**src/rtl/SECDED_ECC_pkg.sv**
```systemverilog
// Shared types for the SECDED error logger: event classification and the
// per-error record queued for software or the scrub controller.
package SECDED_ECC_pkg;

    localparam int ECC_SYND_W = 8;
    localparam int ECC_ADDR_W = 32;

    typedef enum logic [1:0] {
        NONE = 2'd0,
        CE   = 2'd1,
        UE   = 2'd2
    } ecc_evt_e;

    // Address tags wider than ECC_ADDR_W are truncated into the record.
    typedef struct packed {
        logic [ECC_ADDR_W-1:0] addr;
        logic [ECC_SYND_W-1:0] syndrome;
        logic                  is_ue;
    } ecc_err_rec_t;

    // A double error outranks a single error on the same word.
    function automatic ecc_evt_e ecc_classify(input logic valid,
                                              input logic single_err,
                                              input logic double_err);
        if (!valid)     return NONE;
        if (double_err) return UE;
        if (single_err) return CE;
        return NONE;
    endfunction

endpackage

```
**src/rtl/ecc_log_fifo.sv**
```systemverilog
// Synchronous FIFO of error records; extra pointer MSB tells full from empty.
// A push into a full FIFO is accepted only when a pop happens in the same cycle.
module ecc_log_fifo
    import SECDED_ECC_pkg::*;
#(
    parameter int DEPTH = 8
) (
    input  logic         clk,
    input  logic         rst_n,
    input  logic         flush,
    input  logic         push,
    input  ecc_err_rec_t push_rec,
    input  logic         pop,
    output logic         full,
    output logic         empty,
    output ecc_err_rec_t head
);

    localparam int IDX_W = $clog2(DEPTH);
    localparam int PTR_W = IDX_W + 1;

    logic [PTR_W-1:0] wr_ptr_q, wr_ptr_d;
    logic [PTR_W-1:0] rd_ptr_q, rd_ptr_d;
    ecc_err_rec_t     mem_q [DEPTH];
    ecc_err_rec_t     mem_d [DEPTH];
    logic             do_push;
    logic             do_pop;

    always_comb begin
        empty   = (wr_ptr_q == rd_ptr_q);
        full    = (wr_ptr_q[PTR_W-1] != rd_ptr_q[PTR_W-1]) &&
                  (wr_ptr_q[IDX_W-1:0] == rd_ptr_q[IDX_W-1:0]);
        do_pop  = pop && !empty;
        do_push = push && (!full || do_pop);
        head    = mem_q[rd_ptr_q[IDX_W-1:0]];

        wr_ptr_d = wr_ptr_q;
        rd_ptr_d = rd_ptr_q;
        mem_d    = mem_q;
        if (flush) begin
            wr_ptr_d = '0;
            rd_ptr_d = '0;
        end else begin
            if (do_push) begin
                mem_d[wr_ptr_q[IDX_W-1:0]] = push_rec;
                wr_ptr_d = wr_ptr_q + PTR_W'(1);
            end
            if (do_pop) begin
                rd_ptr_d = rd_ptr_q + PTR_W'(1);
            end
        end
    end

    always_ff @(posedge clk) begin
        if (!rst_n) begin
            wr_ptr_q <= '0;
            rd_ptr_q <= '0;
        end else begin
            wr_ptr_q <= wr_ptr_d;
            rd_ptr_q <= rd_ptr_d;
        end
    end

    // Storage needs no reset: the head is masked by the top while empty.
    always_ff @(posedge clk) begin
        mem_q <= mem_d;
    end

endmodule

```
**src/rtl/ecc_error_logger.sv**
```systemverilog
// CE/UE statistics, level interrupts and error-record log behind a valid/ready port.
// ECC_LOG_FIFO_EN selects the LOG_DEPTH-entry FIFO; otherwise a first-error capture register.
module ecc_error_logger
    import SECDED_ECC_pkg::*;
#(
    parameter int ADDR_W    = 32,
    parameter int CNT_W     = 16,
    parameter int LOG_DEPTH = 8
) (
    input  logic                  clk,
    input  logic                  rst_n,
    input  logic                  in_valid,
    input  logic [ADDR_W-1:0]     in_addr,
    input  logic [ECC_SYND_W-1:0] in_syndrome,
    input  logic                  in_single_error,
    input  logic                  in_double_error,
    input  logic [CNT_W-1:0]      ce_threshold,
    input  logic                  clear,
    input  logic                  irq_ack,
    output logic [CNT_W-1:0]      ce_count,
    output logic [CNT_W-1:0]      ue_count,
    output logic                  ce_irq,
    output logic                  ue_irq,
    output logic                  log_valid,
    input  logic                  log_ready,
    output logic [ADDR_W-1:0]     log_addr,
    output logic [ECC_SYND_W-1:0] log_syndrome,
    output logic                  log_is_ue,
    output logic                  log_overflow
);

    ecc_evt_e         evt;
    ecc_err_rec_t     push_rec;
    ecc_err_rec_t     head_rec;
    logic             push;
    logic             pop;
    logic             full;
    logic             empty;
    logic             ce_hit;
    logic [CNT_W-1:0] ce_count_q, ce_count_d;
    logic [CNT_W-1:0] ue_count_q, ue_count_d;
    logic             ce_irq_q, ce_irq_d;
    logic             ue_irq_q, ue_irq_d;
    logic             overflow_q, overflow_d;

    always_comb begin
        evt = clear ? NONE : ecc_classify(in_valid, in_single_error, in_double_error);
        push              = (evt != NONE);
        push_rec.addr     = ECC_ADDR_W'(in_addr);
        push_rec.syndrome = in_syndrome;
        push_rec.is_ue    = (evt == UE);
        pop               = !empty && log_ready;

        ce_count_d = ce_count_q;
        ue_count_d = ue_count_q;
        if (clear) begin
            ce_count_d = '0;
            ue_count_d = '0;
        end else begin
            if (evt == CE && ce_count_q != '1) ce_count_d = ce_count_q + CNT_W'(1);
            if (evt == UE && ue_count_q != '1) ue_count_d = ue_count_q + CNT_W'(1);
        end

        // Threshold is compared against the post-increment count.
        ce_hit = (evt == CE) && (ce_threshold != '0) && (ce_count_d >= ce_threshold);

        if (clear)        ce_irq_d = 1'b0;
        else if (ce_hit)  ce_irq_d = 1'b1;
        else if (irq_ack) ce_irq_d = 1'b0;
        else              ce_irq_d = ce_irq_q;

        if (clear)            ue_irq_d = 1'b0;
        else if (evt == UE)   ue_irq_d = 1'b1;
        else if (irq_ack)     ue_irq_d = 1'b0;
        else                  ue_irq_d = ue_irq_q;

        if (clear)                      overflow_d = 1'b0;
        else if (push && full && !pop)  overflow_d = 1'b1;
        else                            overflow_d = overflow_q;
    end

    always_ff @(posedge clk) begin
        if (!rst_n) begin
            ce_count_q <= '0;
            ue_count_q <= '0;
            ce_irq_q   <= 1'b0;
            ue_irq_q   <= 1'b0;
            overflow_q <= 1'b0;
        end else begin
            ce_count_q <= ce_count_d;
            ue_count_q <= ue_count_d;
            ce_irq_q   <= ce_irq_d;
            ue_irq_q   <= ue_irq_d;
            overflow_q <= overflow_d;
        end
    end

`ifdef ECC_LOG_FIFO_EN
    ecc_log_fifo #(
        .DEPTH(LOG_DEPTH)
    ) u_log_fifo (
        .clk      (clk),
        .rst_n    (rst_n),
        .flush    (clear),
        .push     (push),
        .push_rec (push_rec),
        .pop      (pop),
        .full     (full),
        .empty    (empty),
        .head     (head_rec)
    );
`else
    logic         cap_valid_q, cap_valid_d;
    ecc_err_rec_t cap_rec_q, cap_rec_d;
    logic [31:0]  unused_log_depth;

    assign unused_log_depth = 32'(LOG_DEPTH);

    // Behaves as a one-deep log: a pop frees the slot for a same-cycle push.
    always_comb begin
        cap_valid_d = cap_valid_q;
        cap_rec_d   = cap_rec_q;
        if (clear) begin
            cap_valid_d = 1'b0;
        end else begin
            if (pop) cap_valid_d = 1'b0;
            if (push && (!cap_valid_q || pop)) begin
                cap_valid_d = 1'b1;
                cap_rec_d   = push_rec;
            end
        end
    end

    always_ff @(posedge clk) begin
        if (!rst_n) begin
            cap_valid_q <= 1'b0;
            cap_rec_q   <= '0;
        end else begin
            cap_valid_q <= cap_valid_d;
            cap_rec_q   <= cap_rec_d;
        end
    end

    assign full     = cap_valid_q;
    assign empty    = !cap_valid_q;
    assign head_rec = cap_rec_q;
`endif

    assign ce_count     = ce_count_q;
    assign ue_count     = ue_count_q;
    assign ce_irq       = ce_irq_q;
    assign ue_irq       = ue_irq_q;
    assign log_overflow = overflow_q;
    assign log_valid    = !empty;
    assign log_addr     = empty ? '0 : ADDR_W'(head_rec.addr);
    assign log_syndrome = empty ? '0 : head_rec.syndrome;
    assign log_is_ue    = !empty && head_rec.is_ue;

endmodule

```
**config.mk**
```make
export PLATFORM = sky130hd
export DESIGN_NAME = ecc_error_logger
export DESIGN_NICKNAME = d
export VERILOG_FILES = /design/src/rtl/SECDED_ECC_pkg.sv /design/src/rtl/ecc_log_fifo.sv /design/src/rtl/ecc_error_logger.sv
export SDC_FILE = /design/constraint.sdc
export NUM_CORES = 1
export LEC_CHECK = 0
export ABC_CLOCK_PERIOD_IN_PS = 4650
export CORE_UTILIZATION = 39
export CTS_CLUSTER_DIAMETER = 50
export CTS_CLUSTER_SIZE = 24
export DETAILED_ROUTE_END_ITERATION = 10
export GPL_ROUTABILITY_DRIVEN = 0
export PLACE_DENSITY = 0.79
export REMOVE_ABC_BUFFERS = 1
export SLEW_MARGIN = 10
export SYNTH_ARGS = -nofsm -noshare
export SYNTH_HDL_FRONTEND = slang
export SYNTH_HIERARCHICAL = 1
export SYNTH_SLANG_ARGS = --single-unit
```
**constraint.sdc**
```tcl
create_clock -name clk -period 4.65 [get_ports clk]
set_input_delay 0.465 -clock clk [delete_from_list [all_inputs] [get_ports clk]]
set_output_delay 0.465 -clock clk [all_outputs]
set_load 0.01 [all_outputs]
```
==> metrics.txt <==
status=complete, no violations; worst setup margin=1.310 ns; critical path arrival=3.55 ns; cell count after synthesis=~500; fin nets=between 700 and 800; clock buffer count from CTS=9; number of global-route vias before repair=around 3,600; share of post-route cells with drive strength above 1=under 10%; slowest cell on the critical path=nor4_2; Max VDD drop=about 160 uV; Starting Density=40.64%; Die Ht=around 100 um; Layout Skew=slightly above 0.008 ns; CP endpoint kind=register; #FFs+latches synth=77; drt drc=0; CTS tree=done; FF/Latch Area=around 1500 sq um; final setup TNS=0 ns; min Tclk post-route=around 3.3 ns; asr flop ratio synth=0%; area share of the largest cell type after synthesis=between 30% and 40%; top post-synthesis cells by count=97 x nand2_1, 77 x dfxtp_1, 51 x nor2_1; chip width=between 100 and 150 um; area of the multi-input gates=around 2300 sq um; post-detail-place hpwl=7748 um; EDFF count, synth=0; drt wl/cell=~14 um; # diodes=0; worst skew pair latency=roughly 0.34 ns; DRT Wirelength=roughly 11,000 um; ys flop type=dfxtp_1; Power Dens Cells=roughly 240 nW/um^2; Top Ports=~140; most frequent cell after synthesis=nand2_1; clk buf depth=2; clock root buffer=clkbuf_8; non-filler instance count after layout=between 700 and 800; first-pass GRT wire length=approximately 17,000 um; All-Layer GR Usage=between 10% and 20%; cell mode on critical path=a21oi_1; CTS sink count=between 70 and 80; Clock transition at path regs=about 0.080 ns; post-route clock period utilization=71.83%; mapped cell area=between 4000 and 5000 sq um; first drt pass iteration count=4; initial antenna violation count=0; cells along the critical path=clkdlybuf4s50_1, buf_4, nand4bb_1, nor4_2, o31ai_1, xor2_1, nor2_1, ha_1, a21o_1, nand3_1, a21oi_1, a2111oi_0, a21oi_1; Slew headroom=27.67%; Syn Area/Cell=~8.0 sq um; Worst Path Required=4.86 ns; synth top area cells=dfxtp_1 38%, nand2_1 9.1%, and2_1 6.4%, a21boi_0 5.8%, ha_1 5.6%; dpl cells=755; Synth area leader=dfxtp_1; H-Tree Depth=3; # rows=36; final hold violation count=0; crit-path leading delay family=simple AND/OR/NAND/NOR gates; # resized after CTS=0; Layout area overhead=42.73%; Hold Path Class=reg2reg; Slew Viols, Final=0; Final ANT Viol Nets=0; IO buf count=140; Crit Path Category=in2reg; Post-Place Worst Slack=slightly below 1 ns; Worst setup SP type=primary input; sequential area share after synthesis=around two fifths; Final setup viols=0; Yosys cell types=between 40 and 50; # hold bufs at CTS=0; Pleak=around 0.0021 uW; initial detailed-routing violation count=around 130; vias=between 3,000 and 4,000; max_cap viols=0; unrepaired setup endpoints after global routing=no; total gr overflow=0; Buf/Inv on CP=2; Die Footprint=approximately 11,000 sq um; Tightest Pin Transition=approximately 1.1 ns; core area=approximately 9900 sq um; post-DR vias/cell=4.971; largest net degree at the start of global routing=between 40 and 50; CP Max Fanout=21; fillers=between 800 and 900; fmax=299.4 MHz; Setup Fix Bufs, Post-CTS=0; max incr delay on CP=approximately 0.49 ns; Yosys warning count=6
==> cell type report <==
class | count | share of cell area, %
Clock inverter | 6 | 1.531
Multi-Input combinational cell | 382 | 40.06
Timing Repair Buffer | 145 | 25.15
Sequential cell | 77 | 26.94
Inverter | 18 | 1.181
Clock buffer | 10 | 2.230
Tap cell | 133 | 2.908
==> path summary, 6_finish.rpt <==
kind | from | endpoint | slack (ns) | cells after the start
max reg2reg | ce_count[4] | ce_irq | 1.53 | 11
max | clear | ce_irq | 1.31 | 13
min reg2reg | cap_rec_q[32] | cap_rec_q[32] | 0.45 | 2
min | cap_rec_q[32] | cap_rec_q[32] | 0.45 | 2
==> stage by stage <==
| stage | hold WS [ns] | instance area, sq um | power, uW | utilization [%] |
|---|---|---|---|---|
| 2_1_floorplan | 0.4305 | 3899 | 745.9 | - |
| 3_3_place_gp | 0.4362 | 5507 | 831.0 | 55.82 |
| 3_5_place_dp | 0.4409 | 5507 | 834.3 | 55.82 |
| 4_1_cts | 0.4522 | 5722 | 1385 | 58.00 |
| 5_1_grt | 0.4701 | 5722 | 1428 | 58.00 |
| 6_report | 0.4488 | 5722 | 1368 | 58.00 |
==> cells in the final DEF, fill, tap and decap left out, types with 9 or more instances in the layout <==
cell type | synthesis | layout
a21boi_1 | 10 | 10
nor2_1 | 51 | 51
nand3_1 | 14 | 14
and2_1 | 41 | 41
nand2_1 | 97 | 97
clkdlybuf4s50_1 | 0 | 140
inv_1 | 18 | 18
nand4_1 | 11 | 11
a21boi_0 | 31 | 31
nor3_1 | 9 | 9
a21oi_1 | 10 | 10
dfxtp_1 | 77 | 77
xor2_1 | 12 | 12
clkbuf_8 | 0 | 9
ha_1 | 18 | 18
==> report_power, final <==
group	total [uW]	internal (uW)	switching, uW
clock	550	302	249
sequential	683	675	8.81
combinational	134	76.4	58.0
total	1370	1050	316
==> registers in the layout (all words and copies together) (netlist names) <==
| name | count |
|---|---|
| cap_rec_q | 41 |
| ce_count | 16 |
| ue_count | 16 |
| ce_irq | 1 |
| log_overflow | 1 |
| log_valid | 1 |
| ue_irq | 1 |
==> worst register-to-register path, stage by stage, from the launching register on <==
cell	delay, ns
dfxtp_1	0.49
and4_1	0.28
nand4_1	0.26
o21bai_1	0.37
xor2_1	0.13
or2_2	0.29
ha_1	0.27
nand2b_1	0.13
a2111oi_0	0.38
nor3_1	0.11
o221ai_1	0.20
a21oi_1	0.09
==> cell families after synthesis <==
family	synth area share [%]
AND/OR/NAND/NOR	31.52
adder cells (fa/ha/maj)	5.618
flip-flops	38.45
buffers and inverters	4.432
multiplexers	0.7491
AO/OA/AOI/OAI	15.29
XOR/XNOR	3.933
==> routing by layer <==
metal  vias to the layer above  GRT usage, %  wire length [um]
li1                       1964             -                 -
met1                      1729         24.64              4804
met2                       121         32.81              4940
met3                        19         4.973               741
met4                         0         7.801               176
met5                         -             0                 0
Note: power is estimated with default switching activity, not from simulation.
